==> src/rtl/reg_write_buffer.sv <==
// =============================================================================
// reg_write_buffer: valid/ready FIFO replaying words as paced registerQ1 write
// strobes; REG_WB_STATS_EN adds the write_total counter.  Rev 1.0
// =============================================================================
`default_nettype none

module reg_write_buffer #(
  parameter int DATA_W = 16,
  parameter int DEPTH  = 4,
  parameter int GAP    = 0
) (
  input  logic                         clk,
  input  logic                         reset,
  input  logic [DATA_W-1:0]            in_data,
  input  logic                         in_valid,
  output logic                         in_ready,
  input  logic                         hold,
  output logic [DATA_W-1:0]            write_port_1,
  output logic                         choice,
  output logic [$clog2(DEPTH+1)-1:0]   count,
  output logic                         empty,
  output logic                         full
`ifdef REG_WB_STATS_EN
  ,
  output logic [15:0]                  write_total
`endif
);

  localparam int c_PTR_W = $clog2(DEPTH);
  localparam int c_CNT_W = $clog2(DEPTH+1);
  // The gap counter only ever holds GAP-1 down to 0.
  localparam int c_GAP_W = (GAP > 1) ? $clog2(GAP) : 1;
  localparam logic [c_GAP_W-1:0] c_GAP_LOAD = (GAP > 0) ? c_GAP_W'(GAP - 1) : '0;

  typedef enum logic [1:0] {
    ST_IDLE  = 2'd0,
    ST_WRITE = 2'd1,
    ST_GAP   = 2'd2
  } state_e;

  state_e               state_q, state_d;
  logic [c_GAP_W-1:0]   gap_q, gap_d;
  logic [c_PTR_W-1:0]   rd_ptr_q, wr_ptr_q;
  logic [c_CNT_W-1:0]   count_q, count_d;
  logic                 empty_q, full_q;
  logic                 choice_q;
  logic [DATA_W-1:0]    wp_q;
  logic [DATA_W-1:0]    mem_q [DEPTH];

  logic w_push;
  logic w_may_issue;
  logic w_issue;

  assign in_ready = !full_q && !reset;
  assign w_push   = in_valid && in_ready;

  always_comb begin
    state_d     = state_q;
    gap_d       = gap_q;
    w_may_issue = 1'b0;
    case (state_q)
      ST_IDLE:  w_may_issue = 1'b1;
      ST_WRITE: begin
        if (GAP == 0) begin
          w_may_issue = 1'b1;
        end else begin
          state_d = ST_GAP;
          gap_d   = c_GAP_LOAD;
        end
      end
      ST_GAP: begin
        if (gap_q == '0) w_may_issue = 1'b1;
        else             gap_d = gap_q - c_GAP_W'(1);
      end
      default: state_d = ST_IDLE;
    endcase
    w_issue = w_may_issue && (count_q != '0) && !hold;
    if (w_may_issue) state_d = w_issue ? ST_WRITE : ST_IDLE;
  end

  // No bypass: a push only happens when not full, so the sum never overflows.
  always_comb begin
    count_d = count_q;
    if (w_push && !w_issue)      count_d = count_q + c_CNT_W'(1);
    else if (!w_push && w_issue) count_d = count_q - c_CNT_W'(1);
  end

  always_ff @(posedge clk) begin
    if (reset) begin
      state_q  <= ST_IDLE;
      gap_q    <= '0;
      rd_ptr_q <= '0;
      wr_ptr_q <= '0;
      count_q  <= '0;
      empty_q  <= 1'b1;
      full_q   <= 1'b0;
      choice_q <= 1'b0;
      wp_q     <= '0;
    end else begin
      state_q  <= state_d;
      gap_q    <= gap_d;
      count_q  <= count_d;
      empty_q  <= (count_d == '0);
      full_q   <= (count_d == c_CNT_W'(DEPTH));
      choice_q <= w_issue;
      if (w_push)  wr_ptr_q <= wr_ptr_q + c_PTR_W'(1);
      if (w_issue) begin
        rd_ptr_q <= rd_ptr_q + c_PTR_W'(1);
        wp_q     <= mem_q[rd_ptr_q];
      end
    end
  end

  always_ff @(posedge clk) begin
    if (w_push) mem_q[wr_ptr_q] <= in_data;
  end

  assign write_port_1 = wp_q;
  assign choice       = choice_q;
  assign count        = count_q;
  assign empty        = empty_q;
  assign full         = full_q;

`ifdef REG_WB_STATS_EN
  logic [15:0] total_q;

  always_ff @(posedge clk) begin
    if (reset)        total_q <= '0;
    else if (w_issue) total_q <= total_q + 16'd1;
  end

  assign write_total = total_q;
`endif

endmodule

`default_nettype wire

==> config.mk <==
export PLATFORM = sky130hd
export DESIGN_NAME = reg_write_buffer
export DESIGN_NICKNAME = d
export VERILOG_FILES = /design/src/rtl/reg_write_buffer.sv
export SDC_FILE = /design/constraint.sdc
export NUM_CORES = 1
export LEC_CHECK = 0
export BUFFER_PORTS_ARGS = -buffer_cell sky130_fd_sc_hd__buf_2
export CAP_MARGIN = 20
export CELL_PAD_IN_SITES_DETAIL_PLACEMENT = 2
export CELL_PAD_IN_SITES_GLOBAL_PLACEMENT = 2
export CORE_UTILIZATION = 37
export DETAILED_ROUTE_END_ITERATION = 8
export PLACE_DENSITY_LB_ADDON = 0.1
export SYNTH_ARGS = -nofsm -noshare
export SYNTH_HDL_FRONTEND = slang
export SYNTH_SLANG_ARGS = --single-unit
export TNS_END_PERCENT = 1
==> constraint.sdc <==
create_clock -name clk -period 2 [get_ports clk]
set_clock_uncertainty 0.15 [all_clocks]
set_input_delay 0.1 -clock clk [delete_from_list [all_inputs] [get_ports clk]]
set_output_delay 0.1 -clock clk [all_outputs]
set_load 0.005 [all_outputs]
# [After elaboration in Yosys (flattened, before gate mapping)]
# Memory sizes are Yosys's and may differ from the RTL's. A register that Yosys moved wholly into a read port is not among the register bits.
# Index checks and enable logic that the tools add are counted.
[totals] regBits=13 ramBits=64 in_bits=20 out_inout_bits=23 word_cells=44 memories=1
[classes] addsub=5 eq_ne=4 muxes=10 reduce_logical=16
[memory_table] name="mem_q" words=4 width=16 read_ports=1 rd_ports_with_merged_regs=1 wr=1 line_no="48" text="logic [DATA_W-1:0] mem_q [DEPTH];"
[op_table] operator="logical AND 1 bit" n=6
[op_table] operator="2-to-1 mux 3 bit" n=2
[op_table] operator="zero test 1 bit" n=5
[op_table] operator="2-to-1 mux 1 bit" n=5
[op_table] operator="adder 2 x 1 -> 2 bit, second input constant" n=2
[op_table] operator="2-to-1 mux 2 bit" n=2
[op_table] operator="adder 3 x 1 -> 3 bit, second input constant" n=1
[op_table] operator="equality test 3 bit, second input constant" n=1
[op_table] operator="zero test 3 bit" n=1
[op_table] operator="nonzero test 3 bit" n=1
[op_table] operator="OR reduction 3 bit" n=1
[op_table] operator="subtractor 3 x 1 -> 3 bit, second input constant" n=1
[op_table] operator="equality test 2 x 1 -> 1 bit, second input constant" n=1
[op_table] operator="equality test 2 bit, second input constant" n=1
[op_table] operator="zero test 2 bit" n=1
[op_table] operator="!= test 2 x 1 -> 1 bit, second input constant" n=1
[op_table] operator="one-hot mux 1 bit (2 select lines)" n=1
[op_table] operator="OR reduction 2 bit" n=1
[op_table] operator="subtractor 1 bit, second input constant" n=1

# [Longest topological paths before layout]
# Gate-level depths: netlist of run 1.
[logic_depth] word_depth=9 ltp_mapped=8 mapped_depth_nobuf=8

# [Worst setup path before layout of run 1]
# Ideal clock, no wire load.
[synth_timing] path_kind="register -> register" from="register count_q[0] (netlist: count[0])" to="register empty_q (netlist: empty)" setup_time_ps=120 t_arrival_ps=1639 required_ps=1730 slack_ps=91 stages_incl_launch_ff=9 n_path_buf=1 synth_period_minus_slack_ps=1909 path_cell_list="dfxtp_1 -> inv_1 -> ha_1 -> nor2b_1 -> or2_2 -> buf_2 -> nand2_1 -> o31ai_1 -> o31a_1"
[synth_via] elab_chain_len=7 word_cells_on_any_way=11 classes_between="2 x add/sub; 2 x mux; 7 x reduce/logical"
[synth_lines] element="start: declaration" line_no="44" text="logic [c_CNT_W-1:0] count_q, count_d;"
[synth_lines] element="start signal: assignment" line_no="102" text="count_q <= count_d;"
[synth_lines] element="branches (longest 5 deep; another with subtractor 3 x 1 -> 3 bit)"
[synth_lines] element="2-to-1 mux 3 bit *" line_no="84" text="if (w_push && !w_issue) count_d = count_q + c_CNT_W'(1);"
[synth_lines] element="zero test 3 bit *" line_no="103" text="empty_q <= (count_d == '0);"
[synth_lines] element="end signal: assignment" line_no="103"
[synth_lines] element="end: declaration" line_no="45" text="logic empty_q, full_q;"
# Mark *: on every way between the ends.
# A chain may end at the register's enable or synchronous reset.

# [Final worst setup path of run 1]
[layout_timing] from="input reset" to="memory mem_q[0][9], enable pin"
[layout_via] elab_chain_len=5
[layout_lines] element="start: declaration" line_no="13" text="input logic reset,"
[layout_lines] element="zero test 1 bit" line_no="54" text="assign in_ready = !full_q && !reset;"
[layout_lines] element="logical AND 1 bit" line_no="54"
[layout_lines] element="logical AND 1 bit" line_no="55" text="assign w_push = in_valid && in_ready;"
[layout_lines] element="2-to-1 mux 1 bit" line_no="115" text="if (w_push) mem_q[wr_ptr_q] <= in_data;"
[layout_lines] element="2-to-1 mux 1 bit (implied by the code)" line_no="115"
[layout_lines] element="end: declaration" line_no="48"
# No other way between the ends.

==> impl_metrics.ini, run 1 <==
[yosys]
ys_seq_area_share_pct = 71.0
synth_top_area_share_pct = 55.9
synth_simple_gate_area_share_pct = 7.97
synth_top_family_by_area = multiplexers
ys_ff_latch = 90
yosysTopAreaCell = edfxtp_1
synth-adder-area-share_pct = 2.55
synth_cells = 219
ys.warnings.count = 0
yosysMostFrequentCell = edfxtp_1
synthXorXnorAreaFrac_pct = 1.02
synth_fp_nets = 246
avgSynthCellArea_um2 = 15.7
synth-compound-area-share_pct = 3.68
synth_edf_count = 64
synth_ff_type = edfxtp_1
synth_mux_area_share_pct = 11.1
netlist_area_um2 = 3440
async_flop_share_pct = 0
synth.top_cells.by_count = edfxtp_1, nand2_1, dfxtp_1
synthTopCellsByArea = edfxtp_1, dfxtp_1, mux4_2
synth.distinct_cells = 28

[run_status]
status = completed

[critical_path]
crit_family = buffers and inverters
max_stage_delay_ns = 0.54
worstPathMaxFanout = 12
startpoint_type = input pin
cp_data_arrival_time_ns = 1.79
critPathBufInv = 4
cpMostUsedCell = buf_4
cp_slowest_cell = dlygate4sd3_1
path_class = in -> reg
cp.required_ns = 1.90
crit_chain = dlygate4sd3_1, buf_2, nor3b_4, buf_4, and2_1, buf_4
end_kind = flip-flop

[job]
max_cap_violations = 0

[clocking]
cts_sinks = 90
clkSlewWorstSetupHoldPaths_ns = 0.08
cts_tree = built
post_cts_buffers = 0
htree_levels = 3
root_buffer = clkbuf_8
clock_path_buffers = 2
numCtsBuffers = 9
clk_latency_ns = 0.35

[detailed_routing]
post_drt_wl_per_cell_um = 17.3
drt_iter0_drc = 55
drt-vias-per-instance = 4.96
wirelength_um = 7080
firstDrtPassIters = 8
antenna_left = 0
vias = 2029
drc_errors = 0

[cells_and_area]
finish.utilization_pct = 47.8
fill_cells = 864
drive_above_1_share_pct = 32.2
diodes = 0
nets = 323
postLayoutCellArea_um2 = 4230
area_growth_pct = 23.0

[grt]
grt_max_degree = 19
grt_pass1_vias = 2213
grt_pass1_wl_um = 11600
grt_usage_pct = 16.4
grt_antenna_before_repair = 0
overflow = 0

[sta]
period_minus_slack_ns = 1.89
fmax_ghz = 0.530
hold_violations = 0
worstMarginPinSlew_ns = 0.378
slew_headroom_pct = 74.6
slew_violations = 0
post-route-period-util_pct = 94.4
setup_viol = 0

[die]
die_area_um2 = 9680
rows = 34
core_um2 = 8850
io_pins = 43
die_x_um = 98.4
dieHeight_um = 98.4
start_util_pct = 38.9

[power]
power_w = 0.00475
p_leak_nw = 1.54
vdd_drop_max_mv = 0.513
pwr_density_cell_nw_per_um2 = 1120

[placement]
io_buffers = 42
hpwlAfterDp_um = 4690
place_area_um2 = 3850
gp_congestion = 0.706

[worst_hold_path]
hold_class = in -> reg
-- worst min-delay path: cells and delay by family --
family / cells / cell delay (ns)
AO/OA/AOI/OAI: 1 / 0.06
buffers and inverters: 1 / 0.09
AND/OR/NAND/NOR: 2 / 0.23
-- routing by layer --
metal,routed length (µm),vias up,GRT usage (%)
li1,-,955,-
met1,3180,1032,20.6
met2,3630,36,27.9
met3,203,6,3.72
met4,64,0,5.86
met5,0,-,0
-- kinds of logic after synthesis --
family                   Yosys count
flip-flops                        90
AND/OR/NAND/NOR                   61
AO/OA/AOI/OAI                     22
multiplexers                      18
buffers and inverters             17
adder cells (fa/ha/maj)            7
XOR/XNOR                           4
-- where the power goes --
| part | switching [W] | internal, W | total, W |
|---|---|---|---|
| combinational | 0.000646 | 0.000603 | 0.00125 |
| clock | 0.000641 | 0.000581 | 0.00122 |
| sequential | 0.0000857 | 0.00219 | 0.00228 |
| total | 0.00137 | 0.00338 | 0.00475 |
-- layout by cell type, fill, tap and decap left out, drive strengths merged --
cell and n:
mux2i 2, nor3 2, nand3 3, a31oi 1
or2 1, mux4 16, bufinv 1, and2 4
nor2b 2, clkinv 2, o31a 1, dfxtp 26
ha 7, dlygate4sd3 17, nor2 9, o21a 1
o31ai 2, inv 6, a21oi 16, clkbuf 10
edfxtp 64, nor3b 2, clkinvlp 2, a2bb2oi 1
buf 61, xor2 1, xnor2 3, nand2 38
-- per-stage QoR --
stage	hold WS (ns)	TNS, ns	setup WS [ns]	std cells
4_1_cts	0.0158	0	0.0940	409
5_1_grt	0.0595	-0.00766	-0.00766	409
3_3_place_gp	0.165	0	0.221	376
6_report	0.0343	0	0.112	409
3_5_place_dp	0.172	0	0.159	376
2_1_floorplan	0.0489	0	0.0914	219
-- worst paths after layout --
kind / startpoint / to / slack (ns) / cells past startpoint
hold / removal: in_valid / count[1] / 0.03 / 4
setup reg to reg: count[0] / empty / 0.16 / 7
hold reg to reg: write_port_1[2] / write_port_1[2] / 0.31 / 2
setup / recovery: reset / mem_q[0][9] / 0.11 / 6
-- state kept, by name, summed over array words and instances (netlist names) --
register,flops
mem_q,64
write_port_1,16
count,3
rd_ptr_q,2
wr_ptr_q,2
choice,1
empty,1
full,1
-- what timing repair did --
action,in CTS,in global routing
resized for setup,0,2
endpoints found under the setup margin,0,1
hold endpoints to repair,73,0
hold buffers,17,0
-- layout make-up --
type                            instances  area (µm²)  share of cell area, %
Inverter                                5        18.8                  0.444
Clock inverter                          6        66.3                   1.57
Multi-Input combinational cell        112         917                   21.7
Sequential cell                        90        2440                   57.7
Timing Repair Buffer                   78         523                   12.4
Tap cell                              108         135                   3.19
Clock buffer                           10         128                   3.02
No activity file was read; power rests on OpenSTA's default activity.
==> run 2, diff against run 1 <==
- BUFFER_PORTS_ARGS: -buffer_cell sky130_fd_sc_hd__buf_2 -> -buffer_cell sky130_fd_sc_hd__clkbuf_2
==> impl_metrics.ini, run 2 (synthesized netlist as in run 1, its figures left out) <==
[run_status]
status = completed

[die]
dieHeight_um = 98.4
start_util_pct = 38.9
core_um2 = 8850
rows = 34
io_pins = 43
die_area_um2 = 9680
die_x_um = 98.4

[placement]
hpwlAfterDp_um = 4630
gp_congestion = 0.703
post-place-ws_ns = 0.183
dp_cells = 377
io_buffers = 42
place_area_um2 = 3870

[critical_path]
max_stage_delay_ns = 0.34
ff2ff_path_depth = 8
startpoint = count[0]
reg2reg_from = count[0]
cp.required_ns = 2.10
worstReg2RegEnd = full
end_kind = flip-flop
endpoint = full
cpMostUsedCell = inv_1
startpoint_type = flip-flop
path_class = reg -> reg
reg2reg_slack_ns = 0.18
cp_slowest_cell = dfxtp_1
worstPathMaxFanout = 3
cp_data_arrival_time_ns = 1.92
crit_chain = inv_1, ha_1, nor2b_1, nor2_2, a2bb2oi_1, mux2i_1, inv_1, o21a_1

[power]
pwr_density_cell_nw_per_um2 = 1130
vdd_drop_max_mv = 0.491
p_leak_nw = 1.55

[clocking]
numCtsBuffers = 9
clk_latency_ns = 0.35
clkSlewWorstSetupHoldPaths_ns = 0.09
clock_path_buffers = 2
root_buffer = clkbuf_8
cts_resized = 0
cts_sinks = 90
htree_levels = 3
cts_tree = built

[sta]
layout_setup_ws_ns = 0.177
worstMarginPinSlew_ns = 0.329
hold_ws_ns = 0.0386
grt_setup_unrepaired = false
setup_viol = 0
slew_violations = 0
period_minus_slack_ns = 1.82
hold_violations = 0
post-route-period-util_pct = 91.1
slew_headroom_pct = 77.9
final.setup.tns_ns = 0
fmax_ghz = 0.549

[cells_and_area]
final_cell_mix = edfxtp_1, clkbuf_2, nand2_1, dfxtp_1, buf_4
seqCellArea_um2 = 2440
largest_reg_flops = 64
fill_cells = 857
final_common_cell = edfxtp_1
largest_register = mem_q
diodes = 0
multi_input_area_um2 = 906
postLayoutCellArea_um2 = 4250
area_growth_pct = 23.6
instances_no_fill = 410
nets = 324
drive_above_1_share_pct = 32.1

[detailed_routing]
antenna_left = 0
post_drt_wl_per_cell_um = 17.3
wirelength_um = 7110
drt_iter0_drc = 46
drt-vias-per-instance = 4.96
drc_errors = 0
firstDrtPassIters = 8
vias = 2033

[grt]
grt_pass1_vias = 2233
grt_antenna_before_repair = 0
grt_pass1_wl_um = 11700
grt_usage_pct = 16.6
overflow = 0
grt_max_degree = 21

[worst_hold_path]
hold_class = in -> reg

[job]
max_cap_violations = 0
run 2: layer usage:
layer,global-route usage (%),up-vias,wire [µm]
li1,-,963,-
met1,19.7,1026,3090
met2,29.5,35,3700
met3,4.22,9,212
met4,5.51,0,105
met5,0,-,0
run 2: how the worst min path moves through the flow:
stage / from / endpoint / slack (ns) / depth (start not counted)
floorplan: in_data[0] / mem_q[0][0] / 0.05 / 0
finish: reset / write_port_1[11] / 0.04 / 3
global placement: in_data[7] / mem_q[2][7] / 0.17 / 1
detailed placement: in_data[14] / mem_q[2][14] / 0.18 / 1
CTS: reset / write_port_1[12] / 0.04 / 3
global route: reset / write_port_1[12] / 0.05 / 3
run 2: timing repair:
action / in CTS / in global routing
setup buffers: 0 / 0
endpoints found under the hold margin: 65 / 0
hold buffers: 17 / 0
run 2: stage by stage:
step                utilization (%)  total power, W
floorplan                         -         0.00312
global placement               43.8         0.00356
detailed placement             43.8         0.00360
CTS                            48.0         0.00490
global route                   48.0         0.00510
finish                         48.0         0.00479
run 2: worst max-delay path: cells and delay by family (launching register included):
| family | cells | cell delay, ns |
|---|---|---|
| fa+ha+maj | 1 | 0.20 |
| simple gates | 2 | 0.31 |
| buf+inv | 2 | 0.15 |
| mux | 1 | 0.25 |
| flops | 1 | 0.34 |
| compound gates | 2 | 0.33 |
run 2: layout make-up:
cell class              instances  share of cell area, %
clock buffers                  11                   3.33
clock inverters                 5                   1.50
inverters                       5                  0.442
multi-input cells             112                   21.3
flip-flops and latches         90                   57.5
well taps                     108                   3.18
repair buffers                 79                   12.8
run 2: power by group:
| part | internal, W | total, W | leakage, nW | switching [W] |
|---|---|---|---|---|
| clock | 0.000619 | 0.00125 | 0.0997 | 0.000634 |
| sequential | 0.00219 | 0.00229 | 0.794 | 0.0000942 |
| combinational | 0.000617 | 0.00125 | 0.653 | 0.000634 |
| total | 0.00343 | 0.00479 | 1.55 | 0.00136 |
==> run 3, diff against run 2 <==
- ABC_AREA: default -> 1
- CORE_UTILIZATION: 37 -> 35
- CTS_BUF_LIST: default -> sky130_fd_sc_hd__clkbuf_8
==> impl_metrics.ini, run 3 <==
[clocking]
root_buffer = clkbuf_8
clkSlewWorstSetupHoldPaths_ns = 0.09
cts_sinks = 90
post_cts_buffers = 0
clock_path_buffers = 2
cts_resized = 0
numCtsBuffers = 9
htree_levels = 3
cts_tree = built
clk_latency_ns = 0.35

[critical_path]
path_class = in -> reg
reg2reg_slack_ns = 0.32
worstPathMaxFanout = 16
cp_data_arrival_time_ns = 1.58
max_stage_delay_ns = 0.53
cp.required_ns = 1.88
cp_slowest_cell = dlygate4sd3_1
crit_family = buffers and inverters
end_kind = flip-flop
critPathBufInv = 4
startpoint_type = input pin
crit_chain = dlygate4sd3_1, clkbuf_2, inv_2, nand3_2, nor2_1, buf_4

[yosys]
synth-compound-area-share_pct = 11.0
synth_top_family_by_area = simple AND/OR/NAND/NOR gates
synthXorXnorAreaFrac_pct = 0.244
synth_top_area_share_pct = 53.5
ys.warnings.count = 0
ys_seq_area_share_pct = 68.0
synth.distinct_cells = 21
ys_ff_latch = 90
yosysMostFrequentCell = nor2_1
synth.top_cells.by_count = nor2_1, edfxtp_1, o21ai_0
avgSynthCellArea_um2 = 10.8
synth_simple_gate_area_share_pct = 12.8
netlist_area_um2 = 3590
synthTopCellsByArea = edfxtp_1, dfxtp_1, nor2_1
synth_ff_type = edfxtp_1
synth_edf_count = 64
synth-adder-area-share_pct = 2.44
synth_cells = 331
async_flop_share_pct = 0
yosysTopAreaCell = edfxtp_1
synth_mux_area_share_pct = 0
synth_fp_nets = 358

[cells_and_area]
area_growth_pct = 23.0
largest_reg_flops = 64
largest_register = mem_q
final_cell_mix = nor2_1, edfxtp_1, o21ai_0, clkbuf_2, inv_1
final_common_cell = nor2_1
nets = 432
diodes = 0
postLayoutCellArea_um2 = 4420
drive_above_1_share_pct = 21.0

[sta]
slew_violations = 0
period_minus_slack_ns = 1.70
slew_headroom_pct = 78.2
setup_viol = 0
grt_setup_unrepaired = false
post-route-period-util_pct = 84.9
final.setup.tns_ns = 0
worstMarginPinSlew_ns = 0.327
fmax_ghz = 0.589
layout_setup_ws_ns = 0.302
hold_ws_ns = 0.0233
hold_violations = 0

[grt]
grt_pass1_wl_um = 13900
grt_pass1_vias = 2696
grt_usage_pct = 18.0
grt.busiest_layer = met2
grt_max_degree = 22
grt_use_met1_pct = 23.5
overflow = 0
grt_use_met3_pct = 3.43
grt_antenna_before_repair = 0
met2_usage_pct = 30.6

[detailed_routing]
wirelength_um = 8720
antenna_left = 0
firstDrtPassIters = 4
drt_iter0_drc = 55
post_drt_wl_per_cell_um = 16.1
vias = 2612
drt-vias-per-instance = 4.81
drc_errors = 0

[die]
die_x_um = 103
start_util_pct = 36.4
core_um2 = 9860
io_pins = 43
die_area_um2 = 10700
dieHeight_um = 103
rows = 36

[power]
p_leak_nw = 1.84
vdd_drop_max_mv = 0.457
power_w = 0.00476
pwr_density_cell_nw_per_um2 = 1080

[placement]
place_area_um2 = 4080
gp_congestion = 0.758
post-place-ws_ns = 0.328
io_buffers = 42
hpwlAfterDp_um = 5800

[worst_hold_path]
hold_class = in -> reg

[run_status]
status = completed

[job]
max_cap_violations = 0
## run 3: cell count changes after synthesis, sizes merged, moves of 11 or more
cell and delta:
mux4 -16, o22ai +16, a21oi -11, nor2 +68
inv +32, nand2 -12, o21ai +52
## run 3: per-stage QoR
step           util (%)  cells
2_1_floorplan         -    331
3_3_place_gp       41.3    510
3_5_place_dp       41.3    510
4_1_cts            44.8    543
5_1_grt            44.8    543
6_report           44.8    543
## run 3: worst register-to-register path, cell delays in order, from the launching register on
cell and delay [ns]:
dfxtp_1 0.34, inv_1 0.07, ha_1 0.24, nand2_1 0.09, nand2_2 0.16, nor2_1 0.21
nand3_1 0.09, nand2_1 0.07, nor2_1 0.05, nand2_1 0.06, nand2_1 0.04
## run 3: kinds of logic after synthesis
logic type	after synthesis
compound gates	73
xor+xnor	1
fa+ha+maj	7
buf+inv	50
flops	90
simple gates	110
## run 3: metal layers
layer	vias to the layer above	routed length (µm)
li1	1268	-
met1	1299	4160
met2	37	4250
met3	8	208
met4	0	102
met5	-	0
## run 3: layout make-up
cell class | count | area (µm²)
clock buffer | 9 | 124
clock inverter | 7 | 47.5
fill | 1014 | 5450
inverter | 37 | 139
multi-input combinational | 191 | 952
sequential | 90 | 2440
tap | 133 | 166
timing repair buffer | 76 | 546
## run 3: power breakdown
group	switching (W)	internal (W)	total, W
Clock	0.000651	0.000451	0.00110
Sequential	0.0000879	0.00219	0.00228
Combinational	0.000855	0.000522	0.00138
## run 3: final timing paths
| kind | startpoint | to | cells past startpoint |
|---|---|---|---|
| hold / removal | in_valid | wr_ptr_q[0] | 3 |
| setup / recovery | reset | mem_q[0][15] | 6 |
| hold reg to reg | wr_ptr_q[1] | wr_ptr_q[1] | 2 |
| setup reg to reg | count[0] | empty | 10 |
## run 3: timing repair
action	in CTS	in global routing
endpoints found under the setup margin	0	0
hold buffers	17	0
endpoints found under the hold margin	70	0
